[src/rtl/usb_in_packer.sv]
// Packs a byte stream from the compute stage into USB IN buffer packets.
// Commits on full packet, explicit flush or idle timeout; handshakes commit/ack with the USB core.
module usb_in_packer #(
  parameter int unsigned MAX_LEN = 512,
  parameter int unsigned TIMEOUT = 50000
) (
  input  logic        clk_50,
  input  logic        reset,
  input  logic        usb_configured,
  input  logic [7:0]  in_data,
  input  logic        in_valid,
  output logic        in_ready,
  input  logic        in_flush,
  output logic [8:0]  buf_in_addr,
  output logic [7:0]  buf_in_data,
  output logic        buf_in_wren,
  input  logic        buf_in_ready,
  output logic        buf_in_commit,
  output logic [9:0]  buf_in_commit_len,
  input  logic        buf_in_commit_ack,
  output logic [15:0] stat_packets
);

  localparam int unsigned CW = 10;
  localparam int unsigned AW = 9;
  localparam int unsigned DW = 8;
  localparam int unsigned SW = 16;
  localparam int unsigned TW = $clog2(TIMEOUT + 1);

  typedef enum logic [1:0] {
    IDLE    = 2'd0,
    FILL    = 2'd1,
    COMMIT  = 2'd2,
    ACK_LOW = 2'd3
  } state_t;

  state_t          r_state;
  state_t          w_state_nxt;

  logic            r_cfg_m;
  logic            r_cfg_s;
  logic            r_rdy_m;
  logic            r_rdy_s;
  logic            r_ack_m;
  logic            r_ack_s;

  logic [CW-1:0]   r_count;
  logic [TW-1:0]   r_timer;
  logic [AW-1:0]   r_addr;
  logic [DW-1:0]   r_data;
  logic            r_wren;
  logic            r_commit;
  logic [CW-1:0]   r_commit_len;
  logic [SW-1:0]   r_stat;

  logic            w_in_ready;
  logic            w_accept;
  logic [CW-1:0]   w_count_nxt;
  logic            w_full;
  logic            w_flush;
  logic            w_timeout;
  logic            w_fill_done;
  logic            w_enter_commit;
  logic            w_leave_commit;

  // Two-flop synchronizers for the USB-core status lines
  always_ff @(posedge clk_50) begin
    if (reset) begin
      r_cfg_m <= 1'b0;
      r_cfg_s <= 1'b0;
      r_rdy_m <= 1'b0;
      r_rdy_s <= 1'b0;
      r_ack_m <= 1'b0;
      r_ack_s <= 1'b0;
    end else begin
      r_cfg_m <= usb_configured;
      r_cfg_s <= r_cfg_m;
      r_rdy_m <= buf_in_ready;
      r_rdy_s <= r_rdy_m;
      r_ack_m <= buf_in_commit_ack;
      r_ack_s <= r_ack_m;
    end
  end

  // Gating with cfg_s keeps a byte from being taken into a packet that is about to be discarded
  assign w_in_ready  = (r_state == FILL) && r_cfg_s && (r_count < CW'(MAX_LEN));
  assign w_accept    = in_valid && w_in_ready;
  assign w_count_nxt = r_count + CW'(w_accept);
  assign w_full      = (w_count_nxt == CW'(MAX_LEN));
  assign w_flush     = in_flush && (w_count_nxt != '0);
  assign w_timeout   = (r_timer >= TW'(TIMEOUT)) && (r_count != '0);
  assign w_fill_done = w_full || w_flush || w_timeout;

  always_ff @(posedge clk_50) begin
    if (reset) begin
      r_state <= IDLE;
    end else begin
      r_state <= w_state_nxt;
    end
  end

  always_comb begin
    w_state_nxt = r_state;
    case (r_state)
      IDLE: begin
        if (r_cfg_s && r_rdy_s) begin
          w_state_nxt = FILL;
        end
      end
      FILL: begin
        if (w_fill_done) begin
          w_state_nxt = COMMIT;
        end
      end
      COMMIT: begin
        if (r_ack_s) begin
          w_state_nxt = ACK_LOW;
        end
      end
      ACK_LOW: begin
        if (!r_ack_s) begin
          w_state_nxt = IDLE;
        end
      end
      default: begin
        w_state_nxt = IDLE;
      end
    endcase
    if (!r_cfg_s) begin
      w_state_nxt = IDLE;
    end
  end

  assign w_enter_commit = (r_state == FILL) && (w_state_nxt == COMMIT);
  assign w_leave_commit = (r_state == COMMIT) && (w_state_nxt == ACK_LOW);

  // Byte write port: one-cycle strobe in the cycle after the accept
  always_ff @(posedge clk_50) begin
    if (reset) begin
      r_wren <= 1'b0;
      r_addr <= '0;
      r_data <= '0;
    end else begin
      r_wren <= w_accept;
      if (w_accept) begin
        r_addr <= r_count[AW-1:0];
        r_data <= in_data;
      end
    end
  end

  always_ff @(posedge clk_50) begin
    if (reset) begin
      r_count <= '0;
    end else if (r_state == IDLE) begin
      r_count <= '0;
    end else if (r_state == FILL) begin
      r_count <= w_count_nxt;
    end
  end

  // Idle timer saturates at TIMEOUT so it never wraps while waiting in FILL
  always_ff @(posedge clk_50) begin
    if (reset) begin
      r_timer <= '0;
    end else if ((r_state != FILL) || w_accept) begin
      r_timer <= '0;
    end else if ((r_count != '0) && (r_timer < TW'(TIMEOUT))) begin
      r_timer <= r_timer + TW'(1);
    end
  end

  // Commit is raised one cycle after entering COMMIT, so it trails the last wren
  always_ff @(posedge clk_50) begin
    if (reset) begin
      r_commit     <= 1'b0;
      r_commit_len <= '0;
      r_stat       <= '0;
    end else begin
      r_commit <= (r_state == COMMIT) && (w_state_nxt == COMMIT);
      if (w_enter_commit) begin
        r_commit_len <= w_count_nxt;
      end
      if (w_leave_commit) begin
        r_stat <= r_stat + SW'(1);
      end
    end
  end

  assign in_ready          = w_in_ready;
  assign buf_in_addr       = r_addr;
  assign buf_in_data       = r_data;
  assign buf_in_wren       = r_wren;
  assign buf_in_commit     = r_commit;
  assign buf_in_commit_len = r_commit_len;
  assign stat_packets      = r_stat;

endmodule

[config.mk]
export PLATFORM = sky130hd
export DESIGN_NAME = usb_in_packer
export DESIGN_NICKNAME = d
export VERILOG_FILES = /design/src/rtl/usb_in_packer.sv
export SDC_FILE = /design/constraint.sdc
export NUM_CORES = 1
export LEC_CHECK = 0
export CAP_MARGIN = 15
export CELL_PAD_IN_SITES_DETAIL_PLACEMENT = 0
export CELL_PAD_IN_SITES_GLOBAL_PLACEMENT = 1
export CORE_ASPECT_RATIO = 1.25
export CORE_MARGIN = 4
export CORE_UTILIZATION = 44
export CTS_BUF_LIST = sky130_fd_sc_hd__clkbuf_4 sky130_fd_sc_hd__clkbuf_8
export DETAILED_ROUTE_END_ITERATION = 6
export PLACE_DENSITY = 0.87
export SLEW_MARGIN = 0
export SYNTH_ARGS = -nofsm -noshare
export SYNTH_HDL_FRONTEND = slang
export SYNTH_SLANG_ARGS = --single-unit
[constraint.sdc]
create_clock -name clk_50 -period 7.5 [get_ports clk_50]
set_clock_uncertainty 0.1 [all_clocks]
set_input_delay 1.5 -clock clk_50 [delete_from_list [all_inputs] [get_ports clk_50]]
set_output_delay 1.5 -clock clk_50 [all_outputs]
set_load 0.05 [all_outputs]
* Word level (Yosys, flattened, before mapping)
Index checks and enable logic that the tools add are counted.
** Operators by class
- Eq/ne operators :: 7
- Reduce and logical (&&, ||, !) cells :: 18
- $add $sub $neg :: 3
- Order comparisons :: 3
- Multiplexer cells :: 6
** Operator list (count)
- 16-bit by 1-bit adder with 16-bit output, second input constant :: 2
- 10-bit nonzero test :: 2
- 16-bit greater-or-equal comparator, second input constant :: 1
- 16-bit < comparator, second input constant :: 1
- 10-bit by 1-bit adder with 10-bit output :: 1
- 10-bit == test, second input constant :: 1
- 1-bit logical AND :: 10
- 10-bit < comparator, second input constant :: 1
- 2-bit 2-to-1 mux :: 5
- 2-bit == test, second input constant :: 4
- 2-bit one-hot mux with 4 select lines :: 1
- 2-bit OR reduction :: 2
- 1-bit logical OR :: 3
- 2-bit by 1-bit == test with 1-bit output, second input constant :: 1
- 2-bit logical NOT :: 1
- 2-bit by 1-bit != test with 1-bit output, second input constant :: 1
** Storage, ports and cells
- Flip-flop bits (word level) :: 79
- Logic and storage cells :: 52
- Input port bits :: 15
- Output and inout bits :: 46

* Logic depth before layout (Yosys ltp)
Gate-level depths: netlist of run 1.
- Depth after elaboration :: 14
- Gate-level depth with buffers :: 17

* Worst setup path before layout of run 1
OpenSTA, ideal clock, no wires.
- Path kind :: register to register
- Start :: register r_state[1]
- End :: register r_commit_len[2], in the netlist buf_in_commit_len[2]
- Required time :: 7300 ps
- Slack :: 3348 ps
- Arrival time :: 3953 ps
- Period minus slack after synthesis :: 4152 ps
- Library setup time :: 100 ps
- Cell stages (with the launch flop) :: 17
- Path through :: dfxtp_1 buf_2 nor2b_1 nand2_1 nor2_1 nand2_1 inv_2 buf_2 ha_1 ha_1 buf_2 nand4_1 xnor2_1 o31ai_4 a211oi_2 nor3_4 a2111oi_4
** Between the ends
- Cells in the longest elaborated chain, start to end :: 14
- Elaborated cells between the ends (all ways) :: 21
- Classes of those cells :: add/sub (1); eq/ne (5); mux (6); reduce/logical (9)
** Ends and longest elaborated chain
- start, declared :: RTL line 37 : state_t r_state;
- start signal, assigned :: RTL line 98 : r_state <= w_state_nxt;
- 2-bit by 1-bit == test with 1-bit output (*) :: RTL line 86 : assign w_in_ready = (r_state == FILL) && r_cfg_s && (r_count < CW'(MAX_LEN));
- 1-bit logical AND (*) (2 in a row) :: RTL line 86
- named net in_ready :: RTL line 12 : output logic in_ready,
- 1-bit logical AND (*) :: RTL line 87 : assign w_accept = in_valid && w_in_ready;
- named net w_accept :: RTL line 57 : logic w_accept;
- 10-bit by 1-bit adder with 10-bit output (*) :: RTL line 88 : assign w_count_nxt = r_count + CW'(w_accept);
- 10-bit nonzero test :: RTL line 90 : assign w_flush = in_flush && (w_count_nxt != '0);
- 1-bit logical AND :: RTL line 90
- 1-bit logical OR (2 in a row) :: RTL line 92 : assign w_fill_done = w_full || w_flush || w_timeout;
- 2-bit 2-to-1 mux :: RTL line 111 : if (w_fill_done) begin
- 2-bit one-hot mux with 4 select lines :: RTL line 104 : case (r_state)
- 2-bit 2-to-1 mux :: RTL line 129 : if (!r_cfg_s) begin
- 2-bit == test :: RTL line 134 : assign w_enter_commit = (r_state == FILL) && (w_state_nxt == COMMIT);
- 1-bit logical AND :: RTL line 134
- end signal, assigned :: RTL line 182 : r_commit_len <= w_count_nxt;
- end, declared :: RTL line 53 : logic [CW-1:0] r_commit_len;
The timed path passes the listed nets; every way through them passes the cells marked *.
A chain may end at the register's enable or synchronous reset.

* Worst setup path after layout of run 1
- Start :: register r_state[0]
- End :: register r_commit_len[3], in the netlist buf_in_commit_len[3]
** Between the ends
- Cells in the longest elaborated chain, start to end :: 14
- Elaborated cells between the ends (all ways) :: 21
- Classes of those cells :: add/sub (1); eq/ne (5); mux (6); reduce/logical (9)
** Ends and longest elaborated chain (RTL line)
- 2-bit by 1-bit == test with 1-bit output :: 86, 104, 134
- 1-bit logical AND (2 in a row) :: 86
- 1-bit logical AND :: 87
- 10-bit by 1-bit adder with 10-bit output :: 88
- 10-bit nonzero test :: 90
- 1-bit logical AND :: 90
- 1-bit logical OR (2 in a row) :: 92
- 2-bit 2-to-1 mux :: 111
- 2-bit one-hot mux with 4 select lines :: 104
- 2-bit 2-to-1 mux :: 129
- 2-bit == test :: 134
- 1-bit logical AND :: 134
Parallel ways exist; a longest one is shown, timed or not.

==> metrics.md, run 1 <==
| Metric | Value |
|---|---|
| Leakage | 1.48 nW |
| TritonCTS clock tree | yes |
| GR peak layer | met2 |
| Synth Cell Area | 3610 sq um |
| Crit-path max cell delay | 0.65 ns |
| Synth Register Bits | 79 |
| Pwr Total | 0.805 mW |
| Die Area | 9740 sq um |
| Grt total ovfl | 0 |
| Crit-path slowest cell | dfxtp_1 |
| Final core utilization | between 50% and 60% |
| Area delta synth->final | 23.4% |
| Period Utilization, post-route | 67.3% |
| FP Rows | 36 |
| Clock slew at reported path FFs | 0.08 ns |
| WP buf/inv | 1 |
| Library cells used by synthesis | 55 |
| Drt total wl | roughly 8.3 mm |
| Critical path peak fanout | 20 |
| Peak VDD IR | 0.125 mV |
| Post-synth EDFFs | 0 |
| Setup TNS | 0 ns |
| Core box area | 7880 sq um |
| Post-route cell area | 4460 sq um |
| First-pass GRT wire length | 14.0 mm |
| TritonCTS Buffers | 9 |
| # hold bufs at CTS | 0 |
| H-tree depth reported by CTS | 3 |
| # DRC | 0 |
| Synth Area per Inst | about 8.7 sq um |
| Commonest non-fill, non-tap cells in the layout | dfxtp_1, clkdlybuf4s50_1, nand2_1, nor2_1, a21oi_1 |
| GPL Wtd Cong | slightly above 0.9 |
| Slew of the pin with the lowest slew margin | 0.689 ns |
| CTS resizes | 0 |
| Placed wire-length estimate | 5.98 mm |
| RSZ-0062 raised after global routing | no |
| ANT nets after route | 0 |
| Cell breakdown of the critical path | nor2b_1, nand2_1, nor2_1, nand2_1, inv_2, ha_1, ha_1, nand4_1, xnor2_1, o31ai_4, nand4b_1, a31oi_1, a211oi_1 |
| Sequential-to-total area share from yosys stat | 43.8% |
| CP Launch Type | flop |
| Max_cap viols | 0 |
| DRT Pass-1 Iters | 4 |
| Largest net degree at the start of global routing | 62 |
| Clock Tree Buf Depth | 2 |
| Starting Density | 45.8% |
| Commonest non-fill, non-tap cell in the layout | dfxtp_1 |
| Worst endpoint data arrival time | a little over 5 ns |
| Crit end category | flop |
| Post-CTS setup buffers | 0 |
| IO Pins | 61 |
| Mapped Nets | approximately 440 |
| Achievable Freq | 0.198 GHz |
| Final Hold Fails | 0 |
| Vias in the first global route | 2889 |
| Worst rel slew slack | 54.0% |
| CP delay by family, top | simple AND/OR/NAND/NOR gates |
| WL per Instance | 14.8 microns |
| Die Height | between 100 and 150 microns |
| Share of layout cells above drive strength 1 | ~7.3% |
| Status | complete, no violations |
| Total number of vias | roughly 3100 |
| Power Dens Cells | about 180 nW/um^2 |
| Fillers | 734 |
| GR Util met2 | 30.4% |
| Die width | 89.1 microns |
| Initial antenna violation count | 0 |
| PortBufs | 60 |
| Slew Limit Fails | 0 |
| Total track usage | 18.4% |
| Worst endpoint required time | approximately 7.6 ns |
| Clock sinks | 79 |
| # diodes | 0 |
| Setup slack, reg-to-reg | 2.45 ns |
| Final setup fails | 0 |
| Min-delay worst type | reg2reg |
| Hold Slack | 0.338 ns |
| Gate count of the mapped netlist | 415 |
| Worst-Skew Late Latency | 0.35 ns |
| Most common flop cell mapped by yosys | dfxtp_1 |
| Share of async-settable or async-resettable flops after synthesis | 0% |
| M1 GR Usage | 23.2% |
| YS warnings | 0 |
| Iter 0 DRT Violations | roughly 140 |
| Final Critical Period | roughly 5.0 ns |
| Root buffer cell | clkbuf_8 |
| Final net count | 483 |
| Crit path kind | reg2reg |
| Placed Area | 4220 sq um |
| Vias per cell | 5.46 |
| Met3 global-route usage | 4.72% |
-- cells in the mapped netlist (all sizes together) (9+ instances only) --
cell / instances / share of area, %
nor2b: 13 / 2.3
nand4: 9 / 1.6
clkbuf: 12 / 1.3
buf: 12 / 1.9
nand3: 18 / 2.6
nor2: 41 / 4.3
dfxtp: 79 / 44
xnor2: 17 / 4.1
nor3: 11 / 1.8
xor2: 19 / 4.6
a21oi: 34 / 4.7
inv: 9 / 0.94
nand2: 53 / 5.5
-- routing by layer --
metal,vias to the layer above,wire length (microns)
met2,84,4190
met4,0,176
met1,1436,3510
met3,14,463
li1,1541,-
met5,-,0
-- worst paths after layout --
path	startpoint	to	cells after the start
setup / recovery	r_state[0]$_SDFF_PP0_	buf_in_commit_len[3]$_SDFFE_PP0P_	13
hold / removal	r_ack_m$_SDFF_PP0_	r_ack_s$_SDFF_PP0_	1
setup reg to reg	r_state[0]$_SDFF_PP0_	buf_in_commit_len[3]$_SDFFE_PP0P_	13
hold reg to reg	r_ack_m$_SDFF_PP0_	r_ack_s$_SDFF_PP0_	1
-- per-stage QoR --
step                      setup slack, ns  std cells
final                                2.45        563
after global routing                 1.97        563
after CTS                            2.45        563
after detailed placement             2.30        547
after global placement               2.42        547
after floorplan                      3.35        415
-- power by group --
part           switching [mW]  internal (mW)  total, mW
Sequential           0.000686          0.421      0.421
Clock                   0.152          0.215      0.368
Combinational         0.00820        0.00798     0.0162
-- cell type report --
type	instances	area, sq um	share of cell area [%]
sequential	79	1580	35.5
multi-input combinational	303	1880	42.2
tap	95	119	2.66
timing repair buffer	61	603	13.5
clock inverter	4	76.3	1.71
clock buffer	12	165	3.70
inverter	9	33.8	0.757
-- kinds of logic (layout without fill, tap and decap cells) --
logic type	count (synthesis)	after routing	share of synthesized area (%)
and+or+nand+nor	179	179	25.1
AOI/OAI and AO/OA	82	82	16.2
DFF	79	79	43.8
xor gates and xnor gates	36	36	8.73
buffers and inverters	33	86	4.16
adders and majority gates	5	5	1.73
muxes	1	1	0.277
-- flip-flops by register name, summed over array words and instances, names as in the netlist, 2 cells and up --
register	cells
buf_in_addr	9
buf_in_commit_len	10
buf_in_data	8
r_count	10
r_state	2
r_timer	16
stat_packets	16
(Power assumes the default switching activity.)
==> inputs of run 2 (changes only) <==
--- a/config.mk
+++ b/config.mk
@@ -10,10 +10,10 @@
 export CELL_PAD_IN_SITES_GLOBAL_PLACEMENT = 1
 export CORE_ASPECT_RATIO = 1.25
 export CORE_MARGIN = 4
-export CORE_UTILIZATION = 44
+export CORE_UTILIZATION = 41
 export CTS_BUF_LIST = sky130_fd_sc_hd__clkbuf_4 sky130_fd_sc_hd__clkbuf_8
 export DETAILED_ROUTE_END_ITERATION = 6
-export PLACE_DENSITY = 0.87
+export PLACE_DENSITY = 0.82
 export SLEW_MARGIN = 0
 export SYNTH_ARGS = -nofsm -noshare
 export SYNTH_HDL_FRONTEND = slang
==> constraint.sdc (replaced) <==
create_clock -name clk_50 -period 4.8 [get_ports clk_50]
set_clock_uncertainty 0.1 [all_clocks]
set_input_delay 0.96 -clock clk_50 [delete_from_list [all_inputs] [get_ports clk_50]]
set_output_delay 0.96 -clock clk_50 [all_outputs]
set_load 0.05 [all_outputs]
==> metrics.md, run 2 (synthesized netlist as in run 1, its figures left out) <==
| Metric | Value |
|---|---|
| Crit-path slowest cell | nand4b_1 |
| Critical path peak fanout | 18 |
| Root buffer cell | clkbuf_8 |
| Final Hold Fails | 0 |
| Crit. Startpoint | r_state[0]$_SDFF_PP0_ |
| Setup slack, reg-to-reg | 0.85 ns |
| Crit-path max cell delay | roughly 0.43 ns |
| Commonest non-fill, non-tap cells in the layout | dfxtp_1, clkdlybuf4s50_1, nand2_1, nor2_1, a21oi_1 |
| Core box area | 8650 sq um |
| Setup TNS | 0 ns |
| Die Height | 113 microns |
| Die width | 92.0 microns |
| GPL Wtd Cong | 0.932 |
| WL per Instance | 14.6 microns |
| Peak VDD IR | 0.149 mV |
| Vias in the first global route | between 2000 and 3000 |
| Initial antenna violation count | 0 |
| Commonest non-fill, non-tap cell in the layout | dfxtp_1 |
| RSZ-0062 raised after global routing | no |
| Fillers | 827 |
| Vias per cell | ~5.2 |
| Max_cap viols | 0 |
| Placed wire-length estimate | ~6.2 mm |
| Drt total wl | 8.62 mm |
| Grt total ovfl | 0 |
| Clock slew at reported path FFs | 0.08 ns |
| Min-delay worst type | reg2reg |
| Launch point of the worst reg-to-reg path | r_state[0]$_SDFF_PP0_ |
| # diodes | 0 |
| PortBufs | 60 |
| Non-filler instance count after layout | 592 |
| FF+latch area | around 1600 sq um |
| Crit end category | flop |
| Worst rel slew slack | 54.5% |
| Final Critical Period | a little under 4 ns |
| Area of the multi-input gates | 1880 sq um |
| Total track usage | between 15 and 20% |
| Iter 0 DRT Violations | 114 |
| Reg2reg path depth | 14 |
| Sw frac | 19.0% |
| FP Rows | 38 |
| Final setup margin | 0.853 ns |
| ANT nets after route | 0 |
| Post-CTS setup buffers | 0 |
| Share of layout cells above drive strength 1 | 8.05% |
| TritonCTS Buffers | 9 |
| Net Switching | around 0.26 mW |
| Leakage | 1.52 nW |
| First-pass GRT wire length | 14.4 mm |
| DRT Pass-1 Iters | 4 |
| Final net count | 487 |
| TritonCTS clock tree | yes |
| Power Dens Cells | 295 nW/um^2 |
| Combinational share of power | 1.9% |
| Starting Density | 41.8% |
| Area delta synth->final | 26.0% |
| # hold bufs at CTS | 0 |
| Slew of the pin with the lowest slew margin | about 0.68 ns |
| Pre-CTS setup slack | a little over 0.6 ns |
| Crit path kind | reg2reg |
| IO Pins | 61 |
| Achievable Freq | roughly 0.25 GHz |
| Hold Slack | about 0.34 ns |
| Die Area | a little over 10000 sq um |
| Worst setup path end | buf_in_commit_len[2]$_SDFFE_PP0P_ |
| Total number of vias | roughly 3100 |
| Worst R2R End | buf_in_commit_len[2]$_SDFFE_PP0P_ |
| Seq pwr share | 48.9% |
| Final core utilization | 52.6% |
| Slew Limit Fails | 0 |
| Worst-Skew Late Latency | 0.35 ns |
| CTS resizes | 0 |
| Largest net degree at the start of global routing | just over 60 |
| Cell Int Power | 1.09 mW |
| Clock sinks | 79 |
| Cell breakdown of the critical path | buf_4, nor2b_1, nand2_1, nor2_1, nand2_1, inv_2, ha_1, ha_1, nand4_1, xnor2_1, o31ai_4, nand4b_1, nor2_1, a2111oi_4 |
| Dpl cells | 576 |
| # DRC | 0 |
| CP Launch Type | flop |
| Status | complete, no violations |
| Worst endpoint data arrival time | just over 4 ns |
| Period Utilization, post-route | 82.2% |
| H-tree depth reported by CTS | 3 |
| Final setup fails | 0 |
| Clock Tree Buf Depth | 2 |
| Worst endpoint required time | 4.91 ns |
| Clock power share | 49.2% |
-- run 2: cell count changes in the layout (fill, tap and decap cells not counted), sizes merged --
cell	delta
clkinvlp	-1
buf	+4
clkbuf	-1
bufinv	+2
-- run 2: layer usage --
layer,track usage [%],vias up,part of all wire (%)
li1,-,1554,-
met1,21.5,1450,45
met2,28.2,75,48
met3,3.06,22,3.6
met4,8.92,0,3.0
met5,0,-,0
-- run 2: power groups by stage --
stage	sequential (mW)	combinational [mW]	clock, mW
after CTS	0.658	0.0262	0.676
after floorplan	0.674	0.0109	0
after detailed placement	0.674	0.0260	0
after global routing	0.658	0.0283	0.704
after global placement	0.674	0.0260	0
final	0.658	0.0257	0.661
-- run 2: layout make-up --
cell class,count,share of cell area (%)
clock buffer,11,3.19
sequential,79,34.7
multi-input combinational,303,41.3
timing repair buffer,65,13.9
tap,120,3.30
inverter,9,0.742
clock inverter,5,2.83
-- run 2: worst min-delay path by stage --
stage                       startpoint                 end  slack (ns)  cells after the start
CTS                 r_rdy_m$_SDFF_PP0_  r_rdy_s$_SDFF_PP0_        0.34                      1
global route        r_rdy_m$_SDFF_PP0_  r_rdy_s$_SDFF_PP0_        0.36                      1
finish              r_rdy_m$_SDFF_PP0_  r_rdy_s$_SDFF_PP0_        0.34                      1
global placement    r_cfg_m$_SDFF_PP0_  r_cfg_s$_SDFF_PP0_        0.32                      1
floorplan           r_ack_m$_SDFF_PP0_  r_ack_s$_SDFF_PP0_        0.31                      1
detailed placement  r_rdy_m$_SDFF_PP0_  r_rdy_s$_SDFF_PP0_        0.32                      1
-- run 2: per-stage QoR --
| stage | total power [mW] | instance area (sq um) |
|---|---|---|
| finish | 1.34 | 4550 |
| global route | 1.39 | 4550 |
| CTS | 1.36 | 4550 |
| detailed placement | 0.700 | 4280 |
| global placement | 0.700 | 4280 |
| floorplan | 0.685 | 3610 |
-- run 2: critical path, delay by kind of cell, from the launching register on --
kind,cells,cell delay [ns]
flops,1,0.31
fa+ha+maj,2,0.69
compound gates,2,0.36
buf+inv,2,0.44
simple gates,7,1.68
xor+xnor,1,0.21
